[config.mk]
export PLATFORM = sky130hd
export DESIGN_NAME = mesh_port_arbiter_flat
export DESIGN_NICKNAME = d
export VERILOG_FILES = /design/src/rtl/mesh_noc_pkg.sv /design/src/rtl/mesh_port_arbiter_if.sv /design/src/rtl/mesh_port_arbiter_rr_pick.sv /design/src/rtl/mesh_port_arbiter.sv /design/src/flat_wrapper.sv
export SDC_FILE = /design/constraint.sdc
export NUM_CORES = 1
export LEC_CHECK = 0
export CORE_AREA = 4 4 149 151
export DETAILED_ROUTE_END_ITERATION = 10
export DIE_AREA = 0 0 153 155
export PLACE_DENSITY_LB_ADDON = 0.12
export SETUP_SLACK_MARGIN = 0.02
export SLEW_MARGIN = 20
export SYNTH_ARGS = -nofsm -noshare
export SYNTH_HDL_FRONTEND = slang
export SYNTH_SLANG_ARGS = --single-unit
export TNS_END_PERCENT = 5
[constraint.sdc]
create_clock -name clk -period 8.25 [get_ports clk]
set_input_delay 1.65 -clock clk [delete_from_list [all_inputs] [get_ports clk]]
set_output_delay 1.65 -clock clk [all_outputs]
set_load 0.005 [all_outputs]
[src/rtl/mesh_noc_pkg.sv]
// Shared constants and types for the mesh router: flit layout, requester
// indices and small helpers used by the per-port output arbiters.
package mesh_noc_pkg;

  localparam int FLIT_W = 34;
  localparam int N_REQ  = 9;
  localparam int CNT_W  = 16;
  localparam int IDX_W  = 4;

  localparam int FLIT_VALID_BIT = 33;
  localparam int FLIT_ROW_HI    = 32;
  localparam int FLIT_ROW_LO    = 31;
  localparam int FLIT_COL_HI    = 30;
  localparam int FLIT_COL_LO    = 29;

  localparam int REQ_INJ = 0;
  localparam int REQ_N   = 1;
  localparam int REQ_S   = 2;
  localparam int REQ_E   = 3;
  localparam int REQ_W   = 4;
  localparam int REQ_NE  = 5;
  localparam int REQ_NW  = 6;
  localparam int REQ_SE  = 7;
  localparam int REQ_SW  = 8;

  typedef logic [FLIT_W-1:0] flit_t;
  typedef logic [IDX_W-1:0]  req_idx_t;

  // Next round-robin position after idx among n requesters.
  function automatic req_idx_t wrap_inc(input req_idx_t idx, input int n);
    req_idx_t r;
    if (int'(idx) >= n - 1) r = '0;
    else                    r = idx + 1'b1;
    return r;
  endfunction

endpackage

[src/rtl/mesh_port_arbiter_if.sv]
// Bundle of the arbiter's requester, output-link and statistics signals.
interface mesh_port_arbiter_if;
  import mesh_noc_pkg::*;

  // Handshake: requester i offers req_flit[i] with its valid bit set and holds
  // it until req_ready[i] is seen high at a clock edge (that edge consumes it).
  // out_flit is taken downstream at any edge where out_flit valid and out_ready
  // are both high; otherwise it stays put.
  logic [N_REQ*FLIT_W-1:0] req_flit;
  logic [N_REQ-1:0]        req_ready;
  flit_t                   out_flit;
  logic                    out_ready;
  req_idx_t                grant_id;
  logic                    stat_clr;
  logic [CNT_W-1:0]        grant_cnt;
  logic [CNT_W-1:0]        conflict_cnt;
  req_idx_t                dbg_ptr;

  modport slave (
    input  req_flit, out_ready, stat_clr,
    output req_ready, out_flit, grant_id, grant_cnt, conflict_cnt, dbg_ptr
  );

  modport master (
    output req_flit, out_ready, stat_clr,
    input  req_ready, out_flit, grant_id, grant_cnt, conflict_cnt, dbg_ptr
  );

endinterface

[src/rtl/mesh_port_arbiter_rr_pick.sv]
// Combinational round-robin pick: rotate requests so ptr lands at bit 0,
// take the lowest set bit, then rotate the index back.
module rr_pick
  import mesh_noc_pkg::*;
#(
  parameter int N = N_REQ,
  parameter int W = IDX_W
) (
  input  logic [N-1:0] req,
  input  logic [W-1:0] ptr,
  output logic [N-1:0] gnt,
  output logic [W-1:0] win,
  output logic         any
);

  logic [N-1:0] rot;
  logic [W-1:0] off;
  logic [W:0]   sum;

  always_comb begin
    rot = N'({req, req} >> ptr);
    off = '0;
    for (int i = N - 1; i >= 0; i--) begin
      if (rot[i]) off = W'(i);
    end
    sum = {1'b0, ptr} + {1'b0, off};
    if (sum >= (W+1)'(N)) sum = sum - (W+1)'(N);
    win = sum[W-1:0];
    any = |req;
    gnt = any ? (N'(1) << win) : '0;
  end

endmodule

[src/rtl/mesh_port_arbiter.sv]
// Output-link arbiter for one mesh router port: round-robin among inject and
// neighbour requesters into a single output register, with grant statistics.
module mesh_port_arbiter #(
  parameter int N_REQ  = mesh_noc_pkg::N_REQ,
  parameter int FLIT_W = mesh_noc_pkg::FLIT_W,
  parameter int CNT_W  = mesh_noc_pkg::CNT_W
) (
  input  logic                 clk,
  input  logic                 rst,
  mesh_port_arbiter_if.slave   bus
);
  import mesh_noc_pkg::*;

  logic [N_REQ-1:0]  req_vec;
  logic [N_REQ-1:0]  gnt;
  req_idx_t          win;
  logic              any_req;
  logic              slot_free;
  logic              load;
  logic              multi_req;
  logic [FLIT_W-1:0] sel_flit;

  logic [FLIT_W-1:0] out_flit_q, out_flit_d;
  req_idx_t          grant_id_q, grant_id_d;
  req_idx_t          ptr_q, ptr_d;
  logic [CNT_W-1:0]  grant_cnt_q, grant_cnt_d;
  logic [CNT_W-1:0]  conflict_cnt_q, conflict_cnt_d;

  always_comb begin
    req_vec = '0;
    for (int i = 0; i < N_REQ; i++) begin
      req_vec[i] = bus.req_flit[i*FLIT_W + FLIT_VALID_BIT];
    end
  end

  rr_pick #(.N(N_REQ), .W(IDX_W)) u_pick (
    .req (req_vec),
    .ptr (ptr_q),
    .gnt (gnt),
    .win (win),
    .any (any_req)
  );

  // A full slot that is being drained this cycle counts as free: pass-through.
  assign slot_free = !out_flit_q[FLIT_VALID_BIT] || bus.out_ready;
  assign load      = any_req && slot_free;
  assign multi_req = |(req_vec & (req_vec - 1'b1));
  assign sel_flit  = bus.req_flit[int'(win)*FLIT_W +: FLIT_W];

  always_comb begin
    out_flit_d = out_flit_q;
    grant_id_d = grant_id_q;
    ptr_d      = ptr_q;
    if (load) begin
      out_flit_d = sel_flit;
      grant_id_d = win;
      ptr_d      = wrap_inc(win, N_REQ);
    end else if (bus.out_ready) begin
      out_flit_d = '0;
    end
  end

  // Clear beats increment; both counters stick at all-ones.
  always_comb begin
    grant_cnt_d    = grant_cnt_q;
    conflict_cnt_d = conflict_cnt_q;
    if (bus.stat_clr) begin
      grant_cnt_d    = '0;
      conflict_cnt_d = '0;
    end else begin
      if (load && !(&grant_cnt_q))         grant_cnt_d    = grant_cnt_q + 1'b1;
      if (multi_req && !(&conflict_cnt_q)) conflict_cnt_d = conflict_cnt_q + 1'b1;
    end
  end

  always_ff @(posedge clk) begin
    if (rst) begin
      out_flit_q     <= '0;
      grant_id_q     <= '0;
      ptr_q          <= '0;
      grant_cnt_q    <= '0;
      conflict_cnt_q <= '0;
    end else begin
      out_flit_q     <= out_flit_d;
      grant_id_q     <= grant_id_d;
      ptr_q          <= ptr_d;
      grant_cnt_q    <= grant_cnt_d;
      conflict_cnt_q <= conflict_cnt_d;
    end
  end

  // Gated by rst so nothing is consumed in a cycle whose edge discards state.
  assign bus.req_ready    = (rst || !slot_free) ? '0 : gnt;
  assign bus.out_flit     = out_flit_q;
  assign bus.grant_id     = grant_id_q;
  assign bus.grant_cnt    = grant_cnt_q;
  assign bus.conflict_cnt = conflict_cnt_q;
  assign bus.dbg_ptr      = ptr_q;

endmodule

[src/flat_wrapper.sv]
// flat-port wrapper written by rule: the top's interface ports become plain ports
module mesh_port_arbiter_flat import mesh_noc_pkg::*;
#(
  parameter int N_REQ  = mesh_noc_pkg::N_REQ,
  parameter int FLIT_W = mesh_noc_pkg::FLIT_W,
  parameter int CNT_W  = mesh_noc_pkg::CNT_W
)
  (clk, rst, bus_req_flit, bus_out_ready, bus_stat_clr, bus_req_ready, bus_out_flit, bus_grant_id, bus_grant_cnt, bus_conflict_cnt, bus_dbg_ptr);
  mesh_port_arbiter_if bus_i ();
  input  logic clk;
  input  logic rst;
  input wire logic [$bits(bus_i.req_flit)-1:0] bus_req_flit;
  input wire logic [$bits(bus_i.out_ready)-1:0] bus_out_ready;
  input wire logic [$bits(bus_i.stat_clr)-1:0] bus_stat_clr;
  output wire logic [$bits(bus_i.req_ready)-1:0] bus_req_ready;
  output wire logic [$bits(bus_i.out_flit)-1:0] bus_out_flit;
  output wire logic [$bits(bus_i.grant_id)-1:0] bus_grant_id;
  output wire logic [$bits(bus_i.grant_cnt)-1:0] bus_grant_cnt;
  output wire logic [$bits(bus_i.conflict_cnt)-1:0] bus_conflict_cnt;
  output wire logic [$bits(bus_i.dbg_ptr)-1:0] bus_dbg_ptr;
  assign bus_i.req_flit = bus_req_flit;
  assign bus_i.out_ready = bus_out_ready;
  assign bus_i.stat_clr = bus_stat_clr;
  assign bus_req_ready = bus_i.req_ready;
  assign bus_out_flit = bus_i.out_flit;
  assign bus_grant_id = bus_i.grant_id;
  assign bus_grant_cnt = bus_i.grant_cnt;
  assign bus_conflict_cnt = bus_i.conflict_cnt;
  assign bus_dbg_ptr = bus_i.dbg_ptr;
  mesh_port_arbiter #(.N_REQ(N_REQ), .FLIT_W(FLIT_W), .CNT_W(CNT_W)) u_core (.clk(clk), .rst(rst), .bus(bus_i));
endmodule
# After elaboration in Yosys (flattened, before gate mapping)
# Index checks and enable logic that the tools add are counted.
# W data, S select, Z words.
# classes
add_sub_neg,6
multipliers,1
div_mod_pow,0
magnitude_cmp,2
eq_ne,0
shifts,3
mux,15
bitwise_logic,1
reduce_logical,15
# ops
op,n
$shiftx A306 B32 Y34,1
$mux W34,2
$mux W4,11
$add A16 B1 Y16 const B,2
$reduce_and A16 Y1,2
$mux W9,2
$reduce_or A9 Y1,2
$shr A18 B4 Y9,1
$and A9 B9 Y9,1
$mul A4 B5 Y9 const B,1
$shl A1 B4 Y9 const A,1
$sub A9 B1 Y9 const B,1
$add A4 B4 Y5,1
$ge A5 B4 Y1 const B,1
$add A4 B1 Y4 const B,1
$ge A4 B4 Y1 const B,1
$logic_not A1 Y1,4
$sub A4 B4 Y4 const B,1
$logic_and A1 B1 Y1,3
$logic_or A1 B1 Y1,2
$reduce_bool A2 Y1,1
$reduce_or A2 Y1,1
# word_totals
regBits,74
latchBits,0
mem_bits_rw,0
rom_bits,0
input_bits,310
output_inout_bits,83
elab_cells,48
n_memories,0

# Logic depth before layout (Yosys ltp)
# depth
ltp_word,16
ltp_mapped,23
ltp_nobuf,18

# Hierarchy
# From an unflattened synthesis, not the netlist that was laid out.
# hier_totals
cells_unflattened,743
hier_area_um2,6954.2
# modules_own_cells
mod,instances,cells_per_inst,area_per_inst_um2
mesh_port_arbiter,1,574,5604.1
rr_pick,1,169,1350.0

# Worst setup path after synthesis
# OpenSTA, ideal clock, no wires.
# synth_timing
path_kind,input to output
startpoint,input port bus_req_flit[305]
endpoint,output port bus_req_ready[7]
arrival_time_ns,6.014
required_ns,6.600
setup_slack_ns,0.586
stages,20
path_buffers,4
cell_sequence,clkbuf_1 > mux4_2 > mux4_2 > nand2b_1 > nor2b_1 > o21ai_0 > a21o_1 > ha_1 > fa_1 > buf_2 > inv_1 > ha_1 > nor4_2 > o31ai_4 > a31oi_4 > inv_4 > buf_2 > buf_2 > ha_1 > nor3b_1
# synth_between
elab_chain_cells,16
# synth_rtl
element,line,text
start: declaration,flat_wrapper.sv:12,input wire logic [$bits(bus_i.req_flit)-1:0] bus_req_flit;
$shr A18 B4 Y9,mesh_port_arbiter_rr_pick.sv:21,"rot = N'({req, req} >> ptr);"
$mux W4 (9 in a row),mesh_port_arbiter_rr_pick.sv:24,if (rot[i]) off = W'(i);
$add A4 B4 Y5,mesh_port_arbiter_rr_pick.sv:26,"sum = {1'b0, ptr} + {1'b0, off};"
$sub A4 B4 Y4 / $ge A5 B4 Y1 (equally long branches),mesh_port_arbiter_rr_pick.sv:27,if (sum >= (W+1)'(N)) sum = sum - (W+1)'(N);
$mux W4,mesh_port_arbiter_rr_pick.sv:27,
$shl A1 B4 Y9,mesh_port_arbiter_rr_pick.sv:30,gnt = any ? (N'(1) << win) : '0;
$mux W9 *,mesh_port_arbiter_rr_pick.sv:30,
$mux W9 *,mesh_port_arbiter.sv:93,assign bus.req_ready = (rst || !slot_free) ? '0 : gnt;
end: declaration,flat_wrapper.sv:15,output wire logic [$bits(bus_i.req_ready)-1:0] bus_req_ready;
# Every way passes the cells marked *; elsewhere a longest branch is shown, timed or not.

# Final worst setup path
# layout_timing
startpoint,input port bus_req_flit[101]
endpoint,output port bus_req_ready[3]
# Same word-level chain as after synthesis.

==> results.md <==
* Io pins at 393
* Mapped Area at 8400 µm²
* First-pass GRT wire length at 55300 µm
* Max_cap viols at 0
* CTS tree: done
* Dpl cells at 1597
* Final Non-Filler Cells at 1618
* TritonCTS Sinks at 74
* Layout area overhead at 57.0%
* DRT iter0 DRCs at 740
* GRT Total Usage at 0.294
* CP Launch Type: primary input
* Simple-Gate Fraction of Synth Area at 0.145
* Core area at 20800 µm²
* Hold Path End: u_core.bus.grant_id[2]
* DRC viols at 0
* R2R setup slack at 1630 ps
* Largest net degree at the start of global routing at 75
* Filler Cell Count at 1843
* CP max stage cell: fa_4
* Initial Utilization at 0.403
* Leak at 4.80 nW
* Routed Antenna Nets at 0
* Setup Viol. Count Final at 0
* Status: complete, no violations
* Vias in the first global route at 9464
* Final Total Pwr at 7.43 mW
* Setup crit end kind: output port
* Worst skew pair latency at 340 ps
* TritonRoute pass-1 iters at 5
* Seq cells post-synth at 74
* Hold depth at 2
* Num CTS Buffers at 9
* Clock Tree Buf Depth at 2
* Reg2reg start: u_core.bus.dbg_ptr[0]
* Compound-cell area share of the yosys netlist at 0.266
* Initial antenna violation count at 7
* Root Driver: clkbuf_16
* Post-Synth Adder-Cell Area at 0.0170
* Mux contribution to synthesized area at 0.312
* Gr ovfl total at 0
* Final Max Tran Viols at 0
* Critical Path AT at 6480 ps
* Via count at 9675
* Hold_sp: u_core.bus.grant_id[2]
* Worst slew pin tran at 951 ps
* Post-synth cell types at 66
* Yosys warning count at 0
* Mapped Nets at 1281
* CP bufs+invs at 4
* Vias/cell at 5.98
* Final layout net count at 1653
* Number of synthesized flops with an enable pin at 0
* IO buf count at 392
* Layout cells sized above 1 at 0.122
* Cells after synthesis at 961
* Worst VDD drop at 0.00101 V
* Sequential element share of the synthesized area at 0.176
* Slew headroom at 0.366
* RSZ-0062 raised after global routing: true
* Final min period at 8130 ps
* Tcrit/Tclk final at 0.986
* Post-route cell area at 13200 µm²
* P per Cell Area at 563 nW/µm²
* Post-synthesis xor/xnor area fraction at 0.0313
* Worst Path Required at 6600 ps
* Worst reg2reg path endpoint: u_core.bus.out_flit[28]
* Row count at 53
* Routed len/inst at 22.7 µm
* CP top delay family: adder cells
* Post-DP HPWL at 29500 µm
* GPL Wtd Cong at 0.877
* Crit path cell chain: clkdlybuf4s50_1, mux4_2, mux4_2, nand2b_1, nor2b_2, o21ai_1, a21o_1, ha_4, fa_4, inv_2, ha_4, nor4_4, o31ai_4, a31oi_4, inv_4, or3_4, nor2b_1, clkdlybuf4s50_1
* Mean Syn Cell Area at 8.74 µm²
* Max incr delay on CP at 820 ps
* Ys async rst share at 0
* Routed wire length at 36700 µm
* Skew final at 9.48 ps
* Main synth FF type: dfxtp_1
* Largest family of logic cells by synthesized area: multiplexers
* Max Fclk at 0.123 GHz
* R2R depth at 16
* Reg clk slew, reported paths at 60 ps
* Fin. Hold Viols at 0
* Hold WS at 458 ps
* Die X at 153 µm
* Hold Crit Class: flip-flop to flip-flop
* Worst-path fanout max at 5
* Die area at 23700 µm²
* Final core occ at 0.634
* Area post-placement at 12800 µm²
* H-tree lvl count at 3
* Die height at 155 µm
* WS Path Type: primary input to output port
[worst min-delay path, stage by stage (launching register included)]
cell     delay, ps
dfxtp_1        310
nand2_1         50
a21oi_1         50
[kinds of logic (layout without fill, tap and decap cells)]
family	count (synthesis)	after routing
compound gates	302	302
simple gates	248	248
mux	189	189
buf+inv	107	484
flops	74	74
xor+xnor	30	30
fa+ha+maj	11	11
other cells	0	5
[cell usage in the layout, fill, tap and decap left out, types with 16 or more instances in the layout]
master	Yosys	final
nor2_1	80	78
nand3_1	22	22
dfxtp_1	74	74
nand2_1	57	57
a31oi_1	43	43
buf_4	3	65
a221oi_1	32	32
o22a_1	16	16
a211oi_1	37	36
a21oi_1	47	47
mux4_2	53	53
mux2i_1	130	130
o21ai_0	19	16
clkdlybuf4s50_1	0	380
nor2b_1	29	28
a2111oi_0	25	25
xnor2_1	23	23
[state kept, by name, indices dropped and copies added (netlist names)]
name	flops
u_core.bus.conflict_cnt	16
u_core.bus.dbg_ptr	4
u_core.bus.grant_cnt	16
u_core.bus.grant_id	4
u_core.bus.out_flit	34
[area by class of cell]
class                   count  area (µm²)  area share
diodes                      5        12.5    0.000948
clock buffers               9         225      0.0171
clock inverters             7        83.8     0.00635
inverters                  10        40.0     0.00303
multi-input cells         780        6560       0.497
flip-flops and latches     74        1480       0.112
well taps                 275         344      0.0261
repair buffers            458        4440       0.337
[Yosys cell counts (25+ instances only)]
cell | instances | share of area
mux2i_1 | 130 | 0.15
mux4_2 | 53 | 0.14
a2111oi_0 | 25 | 0.026
a211oi_1 | 37 | 0.033
a21oi_1 | 47 | 0.028
clkbuf_1 | 59 | 0.026
a31oi_1 | 43 | 0.032
nor2b_1 | 29 | 0.022
dfxtp_1 | 74 | 0.18
buf_2 | 25 | 0.015
a221oi_1 | 32 | 0.033
nand2_1 | 57 | 0.025
nor2_1 | 80 | 0.036
[layer usage]
layer	GRT usage	wire, µm	part of all wire	up-vias
li1	-	-	-	4602
met1	0.374	14800	0.40	4625
met2	0.491	17700	0.48	390
met3	0.0748	3110	0.085	56
met4	0.0959	1110	0.030	2
met5	0	19	0.00052	-
[worst max-delay path by stage]
stage / start / to / cells past startpoint
after floorplan: bus_req_flit[305] / bus_req_ready[7] / 20
after global placement: bus_req_flit[237] / bus_req_ready[3] / 18
after detailed placement: bus_req_flit[237] / bus_req_ready[3] / 18
after CTS: bus_req_flit[135] / bus_req_ready[3] / 18
after global routing: bus_req_flit[101] / bus_req_ready[3] / 18
final: bus_req_flit[101] / bus_req_ready[3] / 18
[report_power, final]
| group | switching (mW) | internal [mW] |
|---|---|---|
| registers | 0.0835 | 0.450 |
| logic | 3.55 | 2.94 |
| clock network | 0.173 | 0.240 |
[stage by stage]
step	TNS [ps]	setup slack, ps
2_1_floorplan	0	586
3_3_place_gp	-587	-121
3_5_place_dp	-943	-184
4_1_cts	0	18.3
5_1_grt	-69.1	-69.1
6_report	0	118
[timing repair]
| action | in CTS | in global routing |
|---|---|---|
| buffers inserted | 0 | 0 |
| setup endpoints to repair | 6 | 9 |
| pin swaps | 2 | 1 |
| hold buffers | 0 | 0 |
| gates resized for setup | 7 | 14 |
No activity file was read; power rests on OpenSTA's default activity.
